==> config.mk <==
export PLATFORM = sky130hd
export DESIGN_NAME = serial_word_tx_flat
export DESIGN_NICKNAME = d
export VERILOG_FILES = /design/src/rtl/serial_word_tx_if.sv /design/src/rtl/serial_word_tx.sv /design/src/flat_wrapper.sv
export SDC_FILE = /design/constraint.sdc
export NUM_CORES = 1
export LEC_CHECK = 0
export BUFFER_PORTS_ARGS = -buffer_cell sky130_fd_sc_hd__buf_4
export CAP_MARGIN = 20
export CORE_AREA = 3 3 44 46
export DETAILED_ROUTE_END_ITERATION = 8
export DIE_AREA = 0 0 47 49
export HOLD_SLACK_MARGIN = 0.08
export PLACE_DENSITY = 0.77
export SYNTH_ARGS = -nofsm -noshare
export SYNTH_HDL_FRONTEND = slang
export SYNTH_SLANG_ARGS = --single-unit
==> constraint.sdc <==
create_clock -name clk -period 3.55 [get_ports clk]
set_input_delay 0.1775 -clock clk [delete_from_list [all_inputs] [get_ports clk]]
set_output_delay 0.1775 -clock clk [all_outputs]
set_load 0.05 [all_outputs]
==> src/rtl/serial_word_tx_if.sv <==
// Parallel-word handshake plus serial bit stream between a word source and serial_word_tx.
interface serial_word_tx_if #(
    parameter int WIDTH = 12
);
    logic [WIDTH-1:0] din;
    logic             din_valid;
    logic             din_ready;
    logic             bit_out;
    logic             start_out;
    logic             out_valid;
    logic             last_out;

    modport master (
        output din, din_valid,
        input  din_ready, bit_out, start_out, out_valid, last_out
    );

    modport slave (
        input  din, din_valid,
        output din_ready, bit_out, start_out, out_valid, last_out
    );
endinterface

==> src/rtl/serial_word_tx.sv <==
// Parallel-to-serial word transmitter, LSB first, with word-start and last-bit strobes.
// Back-to-back words are accepted on the last bit of the current word with no idle gap.
module serial_word_tx #(
    parameter int WIDTH = 12
) (
    input  logic              clk,
    input  logic              rst,
    serial_word_tx_if.slave   bus
);
    localparam int CNT_W = (WIDTH > 1) ? $clog2(WIDTH) : 1;
    localparam logic [CNT_W-1:0] LAST_CNT = CNT_W'(WIDTH - 1);

    typedef enum logic {IDLE, SHIFT} state_t;

    state_t           state;
    logic [WIDTH-1:0] shreg;
    logic [CNT_W-1:0] cnt;
    logic             bit_r;
    logic             start_r;
    logic             valid_r;
    logic             last_r;
    logic             at_last;
    logic             accept;

    // Ready depends only on registered state so the source never sees a loop through din_valid.
    assign at_last       = (state == SHIFT) && (cnt == LAST_CNT);
    assign bus.din_ready = (state == IDLE) || at_last;
    assign accept        = bus.din_valid && bus.din_ready;

    assign bus.bit_out   = bit_r;
    assign bus.start_out = start_r;
    assign bus.out_valid = valid_r;
    assign bus.last_out  = last_r;

    always_ff @(posedge clk or posedge rst) begin
        if (rst) begin
            state   <= IDLE;
            shreg   <= '0;
            cnt     <= '0;
            bit_r   <= 1'b0;
            start_r <= 1'b0;
            valid_r <= 1'b0;
            last_r  <= 1'b0;
        end else if (accept) begin
            state   <= SHIFT;
            shreg   <= bus.din;
            cnt     <= '0;
            bit_r   <= bus.din[0];
            start_r <= 1'b1;
            valid_r <= 1'b1;
            last_r  <= 1'b0;
        end else if ((state == SHIFT) && !at_last) begin
            // shreg[0] is already on bit_out, so the next bit to present is shreg[1].
            shreg   <= shreg >> 1;
            cnt     <= cnt + CNT_W'(1);
            bit_r   <= shreg[1];
            start_r <= 1'b0;
            valid_r <= 1'b1;
            last_r  <= (cnt == (LAST_CNT - CNT_W'(1)));
        end else begin
            state   <= IDLE;
            shreg   <= '0;
            cnt     <= '0;
            bit_r   <= 1'b0;
            start_r <= 1'b0;
            valid_r <= 1'b0;
            last_r  <= 1'b0;
        end
    end
endmodule

==> src/flat_wrapper.sv <==
// flat-port wrapper written by rule: the top's interface ports become plain ports
module serial_word_tx_flat 
#(
    parameter int WIDTH = 12
)
  (clk, rst, bus_din, bus_din_valid, bus_din_ready, bus_bit_out, bus_start_out, bus_out_valid, bus_last_out);
  serial_word_tx_if #(.WIDTH(WIDTH)) bus_i ();
  input  logic clk;
  input  logic rst;
  input wire logic [$bits(bus_i.din)-1:0] bus_din;
  input wire logic [$bits(bus_i.din_valid)-1:0] bus_din_valid;
  output wire logic [$bits(bus_i.din_ready)-1:0] bus_din_ready;
  output wire logic [$bits(bus_i.bit_out)-1:0] bus_bit_out;
  output wire logic [$bits(bus_i.start_out)-1:0] bus_start_out;
  output wire logic [$bits(bus_i.out_valid)-1:0] bus_out_valid;
  output wire logic [$bits(bus_i.last_out)-1:0] bus_last_out;
  assign bus_i.din = bus_din;
  assign bus_i.din_valid = bus_din_valid;
  assign bus_din_ready = bus_i.din_ready;
  assign bus_bit_out = bus_i.bit_out;
  assign bus_start_out = bus_i.start_out;
  assign bus_out_valid = bus_i.out_valid;
  assign bus_last_out = bus_i.last_out;
  serial_word_tx #(.WIDTH(WIDTH)) u_core (.clk(clk), .rst(rst), .bus(bus_i));
endmodule
* Word level (Yosys, flattened, before mapping)
Index checks and enable logic that the tools add are counted.
** Cells by class
- Add/subtract/negate cells :: 1
- Multiplexer cells :: 13
- Reductions and logical operators :: 5
- Bitwise operators :: 1
- Equal/unequal tests :: 3
** Operators with widths (number)
- $mux 12 :: 1
- $mux 11 :: 1
- $mux 1 :: 9
- $eq 4x4->1 const B :: 2
- $mux 4 :: 2
- $add 4x1->4 const B :: 1
- $logic_and 1x1->1 :: 3
- $ne 2x1->1 const B :: 1
- $logic_not 1->1 :: 1
- $logic_or 1x1->1 :: 1
- $not 1->1 :: 1
** Storage, ports and cells
- Logic and storage cells :: 30
- Register bits :: 21
- Bits of input ports :: 15
- Output and inout bits :: 5

* Depth between registers and ports, before layout
Gate-level depths: netlist (run 1).
- Word-level depth :: 6
- Mapped depth :: 5
- Depth with buffers taken out :: 4

* Worst setup path before layout (run 1)
OpenSTA, ideal clock, no wires.
- Path type :: flip-flop to flip-flop
- Start point :: register u_core.cnt[0]
- End point :: register u_core.start_r (netlist: u_core.bus.start_out)
- Setup time :: 0.119 ns
- Slack :: 2.329 ns
- Cell stages (with the launch flop) :: 6
- Required time :: 3.431 ns
- Clock period less this slack :: 1.221 ns
- Arrival time :: 1.102 ns
- Path buffers :: 1
- Cells stage by stage :: dfrtp_1 > ha_1 > nand3b_1 > nand2_2 > buf_6 > and2_1
** On the way
- Word-level cells in the longest chain between the ends :: 5
** Ends and longest elaborated chain
- from (decl) :: line serial_word_tx.sv:17 : logic [CNT_W-1:0] cnt;
- from (signal assigned) :: line serial_word_tx.sv:55 : cnt <= cnt + CNT_W'(1);
- $eq 4x4->1 :: line serial_word_tx.sv:26 : assign at_last = (state == SHIFT) && (cnt == LAST_CNT);
- $logic_and 1x1->1 :: line serial_word_tx.sv:26
- $logic_or 1x1->1 :: line serial_word_tx.sv:27 : assign bus.din_ready = (state == IDLE) || at_last;
- net bus_din_ready :: line flat_wrapper.sv:12 : output wire logic [$bits(bus_i.din_ready)-1:0] bus_din_ready;
- $logic_and 1x1->1 :: line serial_word_tx.sv:28 : assign accept = bus.din_valid && bus.din_ready;
- net u_core.accept :: line serial_word_tx.sv:23 : logic accept;
- $mux 1 :: line serial_word_tx.sv:44 : end else if (accept) begin
- to (signal assigned) :: line serial_word_tx.sv:41 : start_r <= 1'b0;
- to (signal assigned) :: line serial_word_tx.sv:49 : start_r <= 1'b1;
- to (signal assigned) :: line serial_word_tx.sv:57 : start_r <= 1'b0;
- to (decl) :: line serial_word_tx.sv:19 : logic start_r;
The timed path passes the listed nets, and every way through them passes these cells.
A chain may end at the register's enable or synchronous reset.

* Final worst setup path (run 1)
- Start point :: register u_core.cnt[0]
- End point :: output bus_din_ready
** On the way
- Word-level cells in the longest chain between the ends :: 3
** Ends and longest elaborated chain (line)
- $eq 4x4->1 :: serial_word_tx.sv:26
- $logic_and 1x1->1 :: serial_word_tx.sv:26
- $logic_or 1x1->1 :: serial_word_tx.sv:27
- to (decl) :: flat_wrapper.sv:12
No other way between the ends.

==> metrics.cfg, run 1 <==
[status]
status = complete, no violations

[synth]
synth_compound_area_share_pct = 0
synth_seq_cells = 20
synth-adder-area-share_pct = 2.98
synth_warnings = 0
synth.avg_cell_area_um2 = 11.2
syn_inst = 75
synth.area.mux_share_pct = 13.1
synthXorXnorAreaFrac_pct = 2.09
synthSimpleGateAreaFrac_pct = 13.3
netlist-cell-type-count = 16
synth_top_family_by_area = simple AND/OR/NAND/NOR gates
synth_nets = 92
yosysSeqAreaShare_pct = 59.6
synthesis.area_um2 = 840

[routing]
totalWireLength_um = 1230
viasPerCell = 4.83
drt_pass1_iterations = 4
drt_iter0_drc = 6
ant_nets = 0
drc = 0
vias = 541
wire_per_inst_um = 10.9

[final_layout]
syn_to_final_growth_pct = 21.8
n_fill_cell = 143
nets = 114
seqCellArea_um2 = 500
antenna_cells = 0
multi_input_area_um2 = 264
design_area_um2 = 1020
drive_gt1_share_pct = 25.0

[sta]
finalHoldViolCount = 0
finalCritPeriodShare_pct = 52.1
finClkSkew_ns = 0.00151
worstMarginPinSlew_ns = 0.729
fin_crit_ns = 1.85
tns_ns = 0
maxSlewHeadroom_pct = 51.4
rsz0062_at_grt = no
setup_viol = 0
fin_ws_ns = 1.70
slew_viol_final = 0
max_freq_mhz = 541

[placed_design]
numPortBuffers = 19
place_congestion = 0.660
pre_cts_ws_ns = 2.01
place_hpwl_um = 889
post_dp_cell_area_um2 = 976

[grt]
grt_usage_pct = 13.2
overflow = 0
grt_use_met3_pct = 3.69
grtUsageMet1_pct = 16.7
grt_max_degree = 22
first_global_vias = 519
met2_usage_pct = 20.6
grt_antenna_before_repair = 0
grt_pass1_wl_um = 2180
grt-busiest-layer = met2

[floorplanning]
dieArea_um2 = 2300
core-area_um2 = 1540
die_h_um = 49
io_pins = 20
die_w_um = 47
num_rows = 14
initial_core_util_pct = 54.5

[clock_tree]
cts_tree = built
clkSlewWorstSetupHoldPaths_ns = 0.10
postCtsSetupBuffers = 0
root_buffer = clkbuf_4
htree_levels = 1
cts_buffers = 3
cts.sinks = 20
cts_hold_buf = 1
clk_latency_ns = 0.29
cts_max_path_buffers = 2
ctsResizeCount = 0

[worst_setup_path]
crit_family = simple AND/OR/NAND/NOR gates
cp_slowest_cell = dfrtp_1
path_class = reg2out
cp_cell_sequence = ha_1 -> nand3b_1 -> nand2_2 -> buf_4
cp-start-kind = flop
worst-path-buf-inv = 1
crit_fanout = 21
max_stage_delay_ns = 0.41
crit_path_end_kind = output pin
critPathArrivalTime_ns = 1.67
cp.required_ns = 3.37

[job]
max-cap-violations = 0

[pwr]
p_total_mw = 0.715
power.density_nw_per_um2 = 700
ir_drop_mv = 0.467
power.static_leakage_nw = 0.508

[hold_path]
hp-class = in2reg

## worst register-to-register path: stages (launching register included)
cell and delay [ns]:
dfrtp_1 0.43, ha_1 0.24, nand3b_1 0.10, nand2_2 0.29, and3_1 0.32
## power by group
part / total [mW] / internal (mW) / leakage (nW) / switching, mW
clock: 0.127 / 0.0625 / 0.0210 / 0.0643
sequential: 0.339 / 0.303 / 0.256 / 0.0360
combinational: 0.249 / 0.105 / 0.230 / 0.145
## per-stage QoR
| step | instances | hold slack, ns | util (%) |
|---|---|---|---|
| 5_1_grt | 112 | 0.108 | 66.3 |
| 4_1_cts | 112 | 0.104 | 66.3 |
| 6_report | 112 | 0.117 | 66.3 |
| 2_1_floorplan | 75 | 0.141 | - |
| 3_5_place_dp | 107 | 0.350 | 63.3 |
| 3_3_place_gp | 107 | 0.344 | 63.3 |
## worst paths after layout
| kind | startpoint | endpoint | slack, ns | cells after the start |
|---|---|---|---|---|
| min in group asynchronous | rst | u_core.bus.bit_out | 0.56 | 3 |
| setup reg to reg | u_core.cnt[0] | u_core.shreg[11] | 2.08 | 4 |
| max in group asynchronous | rst | u_core.cnt[1] | 2.54 | 3 |
| hold / removal | bus_din[11] | u_core.shreg[11] | 0.12 | 2 |
| hold reg to reg | u_core.cnt[0] | u_core.cnt[0] | 0.50 | 1 |
| setup / recovery | u_core.cnt[0] | bus_din_ready | 1.70 | 4 |
## layout by cell type, fill, tap and decap left out
cell type / Yosys / routed
and2_1: 1 / 1
and3_1: 1 / 1
buf_4: 0 / 19
clkbuf_4: 0 / 3
clkbuf_8: 0 / 1
dfrtp_1: 20 / 20
dlygate4sd3_1: 0 / 1
ha_1: 2 / 2
inv_1: 13 / 13
mux2i_1: 11 / 11
nand2_1: 11 / 11
nand2_2: 1 / 1
nand2b_1: 2 / 2
nand3_1: 1 / 1
nand3b_1: 2 / 2
nor2_1: 5 / 5
xnor2_1: 1 / 1
xor2_1: 1 / 1
## cells by family after synthesis
family                   after synthesis
flip-flops                            20
multiplexers                          11
XOR/XNOR                               2
AND/OR/NAND/NOR                       24
adder cells (fa/ha/maj)                2
buffers and inverters                 16
## registers in the layout (all words and copies together), names as in the netlist
signal and cells:
u_core.bus.last_out 1, u_core.bus.bit_out 1, u_core.bus.start_out 1, u_core.shreg 11
u_core.cnt 4, u_core.bus.out_valid 1, u_core.state 1
## metal layers
layer	vias up	part of all wire (%)
met5	-	0
met1	253	43
met3	2	5.7
li1	271	-
met2	15	50
met4	0	0.98
## cells in the mapped netlist, drive strengths merged
cell | instances | area [um2]
nand2 | 12 | 47.6
and2 | 1 | 6.26
clkbuf | 1 | 3.75
nand3b | 2 | 15.0
nor2 | 5 | 18.8
and3 | 1 | 6.26
xnor2 | 1 | 8.76
ha | 2 | 25.0
inv | 13 | 48.8
mux2i | 11 | 110
xor2 | 1 | 8.76
buf | 2 | 22.5
dfrtp | 20 | 500
nand2b | 2 | 12.5
nand3 | 1 | 5.00
## final cells by class
class	count	share of cell area, %
Multi-Input combinational cell	39	25.8
Timing Repair Buffer	20	14.9
Sequential cell	20	49.0
Inverter	13	4.77
Clock buffer	4	3.55
Tap cell	16	1.96
No activity file was read; power rests on OpenSTA's default activity.
==> run 2, diff against run 1 <==
--- a/config.mk
+++ b/config.mk
@@ -7,11 +7,11 @@
 export LEC_CHECK = 0
 export BUFFER_PORTS_ARGS = -buffer_cell sky130_fd_sc_hd__buf_4
 export CAP_MARGIN = 20
-export CORE_AREA = 3 3 44 46
+export CORE_AREA = 3 3 48 50
 export DETAILED_ROUTE_END_ITERATION = 8
-export DIE_AREA = 0 0 47 49
+export DIE_AREA = 0 0 51 53
 export HOLD_SLACK_MARGIN = 0.08
-export PLACE_DENSITY = 0.77
+export PLACE_DENSITY = 0.68
 export SYNTH_ARGS = -nofsm -noshare
 export SYNTH_HDL_FRONTEND = slang
 export SYNTH_SLANG_ARGS = --single-unit
==> constraint.sdc (replaced) <==
create_clock -name clk -period 1.7 [get_ports clk]
set_input_delay 0.085 -clock clk [delete_from_list [all_inputs] [get_ports clk]]
set_output_delay 0.085 -clock clk [all_outputs]
set_load 0.05 [all_outputs]
==> run 2 against run 1 <==
Net effect:
- sequential power grew 110%
- final cell count grew 23%
- highest routed layer unchanged
- first-iteration DRC count shrank 33%
==> metrics.cfg, run 2 (same netlist as run 1, synthesis figures left out) <==
[status]
status = complete, no violations

[final_layout]
largest_register_ffs = 11
instances_no_fill = 138
multi_input_area_um2 = 275
final_common_cell = buf_4
drive_gt1_share_pct = 24.3
largest_register = u_core.shreg
n_fill_cell = 160
final_cell_mix = buf_4 (21), dfrtp_1 (20), inv_1 (13), dlygate4sd3_1 (13)
syn_to_final_growth_pct = 40.8
largestRegisters = u_core.shreg x11, u_core.cnt x4
seqCellArea_um2 = 500
nets = 129
antenna_cells = 0

[pwr]
ir_drop_mv = 0.980
sw_frac_of_total_pct = 34.6
power_frac_seq_pct = 45.1
combPwrFrac_pct = 37.6
p_int_mw = 1.03
power.density_nw_per_um2 = 1330
clkPwrFrac_pct = 17.3
power_switching_mw = 0.542
power.static_leakage_nw = 0.576

[routing]
viasPerCell = 4.36
totalWireLength_um = 1410
wire_per_inst_um = 10.2
drc = 0
drt_iter0_drc = 4
drt_pass1_iterations = 4
ant_nets = 0
vias = 602

[job]
max-cap-violations = 0

[worst_setup_path]
crit_start = u_core.cnt[0]
crit_path_end_kind = output pin
critPathArrivalTime_ns = 1.38
path_class = reg2out
crit_fanout = 4
cp-endpoint = bus_din_ready
rr_worst_depth = 4
r2r_start = u_core.cnt[0]
rrSetupSlack_ns = 0.38
cp.required_ns = 1.62
worstReg2RegEnd = u_core.shreg[11]
cp-start-kind = flop

[hold_path]
hp-class = in2reg

[clock_tree]
cts.sinks = 20
cts_tree = built
cts_buffers = 3
root_buffer = clkbuf_4
clkSlewWorstSetupHoldPaths_ns = 0.11
cts_max_path_buffers = 2
htree_levels = 1
clk_latency_ns = 0.30

[grt]
overflow = 0
grt_usage_pct = 12.5
grt_max_degree = 22
first_global_vias = 582
grtUsageMet1_pct = 13.9
met2_usage_pct = 21.7
grt-busiest-layer = met2
grt_antenna_before_repair = 0
grt_pass1_wl_um = 2460
grt_use_met3_pct = 1.97

[sta]
max_freq_mhz = 681
slew_viol_final = 0
finalHoldViolCount = 0
rsz0062_at_grt = no
worstMarginPinSlew_ns = 0.709
setup_viol = 0
finClkSkew_ns = 0.00377
fin_crit_ns = 1.47
fin_ws_ns = 0.231
tns_ns = 0
finalCritPeriodShare_pct = 86.4
maxSlewHeadroom_pct = 52.7

[floorplanning]
core-area_um2 = 1940
initial_core_util_pct = 43.2
die_h_um = 53
die_w_um = 51
dieArea_um2 = 2700
io_pins = 20
num_rows = 16

[placed_design]
place_congestion = 0.683
pre_cts_ws_ns = 0.234
numPortBuffers = 19
place_hpwl_um = 866
dp_cells = 118

-- run 2: cell types whose count changed in the layout (fill, tap and decap cells not counted), sizes merged --
cell / before / now
buf: 19 / 21
nand2: 12 / 13
dlygate4sd3: 1 / 13
-- run 2: power groups by stage --
| stage | sequential (mW) | combinational (mW) | clock (mW) |
|---|---|---|---|
| after floorplan | 0.779 | 0.363 | 0 |
| after global placement | 0.711 | 0.519 | 0 |
| after detailed placement | 0.716 | 0.533 | 0 |
| after CTS | 0.707 | 0.561 | 0.278 |
| after global routing | 0.730 | 0.654 | 0.288 |
| final | 0.708 | 0.589 | 0.271 |
-- run 2: stage by stage --
stage / power [mW] / area (um2) / util [%] / hold slack, ns
finish: 1.57 / 1180 / 60.9 / 0.104
global route: 1.67 / 1180 / 60.9 / 0.117
CTS: 1.55 / 1160 / 59.8 / 0.0992
detailed placement: 1.25 / 990 / 51.0 / 0.254
global placement: 1.23 / 990 / 51.0 / 0.251
floorplan: 1.14 / 840 / - / 0.0488
-- run 2: worst min-delay path by stage --
stage	startpoint	end	slack, ns	cells past startpoint
detailed placement	rst	u_core.bus.bit_out	0.25	2
floorplan	rst	u_core.bus.bit_out	0.05	1
global route	bus_din_valid	u_core.state	0.12	2
global placement	rst	u_core.bus.bit_out	0.25	2
CTS	bus_din_valid	u_core.bus.out_valid	0.1	2
finish	bus_din_valid	u_core.bus.out_valid	0.10	2
-- run 2: critical path, cell delays in order, from the launching register on --
cell and delay [ns]:
dfrtp_1 0.42, ha_1 0.23, nand3b_1 0.17, nand2_4 0.07, buf_4 0.19
-- run 2: per-layer routing --
| layer | part of all wire, % | up-vias |
|---|---|---|
| met5 | 0 | - |
| met2 | 52 | 14 |
| met3 | 3.9 | 5 |
| li1 | - | 298 |
| met1 | 42 | 285 |
| met4 | 2.8 | 0 |
-- run 2: cell type report --
| type | count | share of cell area, % |
|---|---|---|
| tap | 27 | 2.86 |
| clock buffer | 4 | 3.07 |
| sequential | 20 | 42.3 |
| multi-input combinational | 40 | 23.3 |
| timing repair buffer | 34 | 24.3 |
| inverter | 13 | 4.13 |
-- run 2: repair_timing --
action                     CTS  global route
buffers inserted             0             2
pin swaps                    0             1
setup endpoints to repair    1             1
gates cloned                 0             1
resized for setup            1             0
hold endpoints to repair    32             0
hold buffers                13             0
==> run 3, diff against run 2 <==
--- a/config.mk
+++ b/config.mk
@@ -5,7 +5,7 @@
 export SDC_FILE = /design/constraint.sdc
 export NUM_CORES = 1
 export LEC_CHECK = 0
-export BUFFER_PORTS_ARGS = -buffer_cell sky130_fd_sc_hd__buf_4
+export BUFFER_PORTS_ARGS = -buffer_cell sky130_fd_sc_hd__clkbuf_2
 export CAP_MARGIN = 20
 export CORE_AREA = 3 3 48 50
 export DETAILED_ROUTE_END_ITERATION = 8
==> constraint.sdc (replaced) <==
create_clock -name clk -period 1.35 [get_ports clk]
set_input_delay 0.0675 -clock clk [delete_from_list [all_inputs] [get_ports clk]]
set_output_delay 0.0675 -clock clk [all_outputs]
set_load 0.05 [all_outputs]
==> run 3 against run 2 <==
Net effect:
- the run now ends with negative setup slack left
- sequential share of layout area shrank 2.3 points
- global-route usage grew 1.2 points
- setup slack got worse by 0.28 ns
- worst hold slack gained 0.072 ns
- non-clock buffer count grew 9
- first-iteration DRC count up 50%
- critical path type unchanged
==> metrics.cfg, run 3 (same netlist as run 1, synthesis figures left out) <==
[status]
status = complete, but fails checks
violations = negative setup slack

[placed_design]
dp_cells = 121
place_congestion = 0.682
numPortBuffers = 19
pre_cts_ws_ns = 0.0925
post_dp_cell_area_um2 = 992
place_hpwl_um = 908

[worst_setup_path]
cp_cell_sequence = ha_2 -> nand3b_1 -> nand2_2 -> buf_6 -> buf_12
crit_path_end_kind = output pin
max_stage_delay_ns = 0.40
cp_slowest_cell = dfrtp_1
worst-path-buf-inv = 2
cp.required_ns = 1.28
critPathArrivalTime_ns = 1.34
path_class = reg2out
cp-start-kind = flop
r2r_start = u_core.cnt[1]
crit_start = u_core.cnt[1]
crit_fanout = 2
crit_family = flip-flops
rrSetupSlack_ns = 0.02

[pwr]
power_switching_mw = 0.739
p_int_mw = 1.48
power.density_nw_per_um2 = 1780
power_frac_seq_pct = 39.7
sw_frac_of_total_pct = 33.2
ir_drop_mv = 0.993
power.static_leakage_nw = 0.612
clkPwrFrac_pct = 15.4
combPwrFrac_pct = 44.8
p_total_mw = 2.22

[final_layout]
n_fill_cell = 175
largest_register_ffs = 11
drive_gt1_share_pct = 31.9
largest_register = u_core.shreg
nets = 137
final_cell_mix = dfrtp_1 (20), clkbuf_2 (18), inv_1 (13), dlygate4sd3_1 (13), nand2_1 (11)
largestRegisters = u_core.shreg x11, u_core.cnt x4
instances_no_fill = 146
syn_to_final_growth_pct = 49.0
antenna_cells = 0
fin_util_pct = 64.4
final_common_cell = dfrtp_1
design_area_um2 = 1250

[sta]
slew_viol_final = 0
finClkSkew_ns = 0.00520
max_freq_mhz = 713
fin_ws_ns = -0.0526
fin_crit_ns = 1.40
worstMarginPinSlew_ns = 0.277
maxSlewHeadroom_pct = 81.5
tns_ns = -0.0526
setup_viol = 1
finalCritPeriodShare_pct = 104
whs_ns = 0.176
rsz0062_at_grt = yes
finalHoldViolCount = 0

[routing]
viasPerCell = 4.38
drc = 0
totalWireLength_um = 1600
vias = 639
wire_per_inst_um = 10.9
ant_nets = 0
drt_iter0_drc = 6
drt_pass1_iterations = 4

[grt]
first_global_vias = 668
grt_max_degree = 21
grt_pass1_wl_um = 2680
grt_antenna_before_repair = 0
overflow = 0
grt_usage_pct = 13.7

[hold_path]
hp-class = in2reg
hold_start = bus_din_valid

[clock_tree]
cts_tree = built
root_buffer = clkbuf_4
clkSlewWorstSetupHoldPaths_ns = 0.11
clk_latency_ns = 0.30
htree_levels = 1
cts.sinks = 20
cts_buffers = 3
cts_max_path_buffers = 2

[floorplanning]
initial_core_util_pct = 43.2
num_rows = 16
die_h_um = 53
dieArea_um2 = 2700
io_pins = 20
die_w_um = 51
core-area_um2 = 1940

[job]
max-cap-violations = 0

run 3: final cells by class:
type	instances	area (um2)	area share (%)
Sequential cell	20	500	40.0
Timing Repair Buffer	43	357	28.5
Multi-Input combinational cell	39	275	22.0
Inverter	13	48.8	3.90
Clock buffer	4	36.3	2.90
Tap cell	27	33.8	2.70
run 3: final timing paths:
check / endpoint / cells past startpoint
worst min register to register: u_core.shreg[2] / 2
max in group asynchronous: u_core.shreg[10] / 4
min in group asynchronous: u_core.bus.start_out / 4
worst max-delay path: bus_din_ready / 5
worst max register to register: u_core.shreg[11] / 6
worst min-delay path: u_core.shreg[6] / 3
run 3: per-layer routing:
metal / up-vias / part of all wire (%) / global-route usage [%]
li1: 312 / - / -
met1: 312 / 38 / 13.2
met2: 11 / 58 / 26.0
met3: 4 / 2.9 / 2.54
met4: 0 / 1.7 / 9.42
met5: - / 0 / 0
run 3: what timing repair did:
| item | CTS | global route |
|---|---|---|
| buffers inserted | 5 | 2 |
| gates resized for setup | 2 | 2 |
| pin swaps | 2 | 0 |
| cloned | 0 | 1 |
| hold buffers | 13 | 0 |
| endpoints found under the setup margin | 1 | 11 |
| hold endpoints to repair | 32 | 0 |
run 3: power groups by stage:
stage | Clock (mW) | Combinational (mW) | Sequential [mW]
after floorplan | 0 | 0.457 | 0.981
after global placement | 0 | 0.723 | 0.896
after detailed placement | 0 | 0.733 | 0.906
after CTS | 0.358 | 0.883 | 0.882
after global routing | 0.382 | 1.10 | 0.906
final | 0.343 | 0.996 | 0.883
run 3: worst register-to-register path, delay by kind of cell, from the launching register on:
| kind | cells | cell delay [ns] |
|---|---|---|
| DFF | 1 | 0.40 |
| and+or+nand+nor | 3 | 0.35 |
| buffers and inverters | 2 | 0.28 |
| adders and majority gates | 1 | 0.19 |
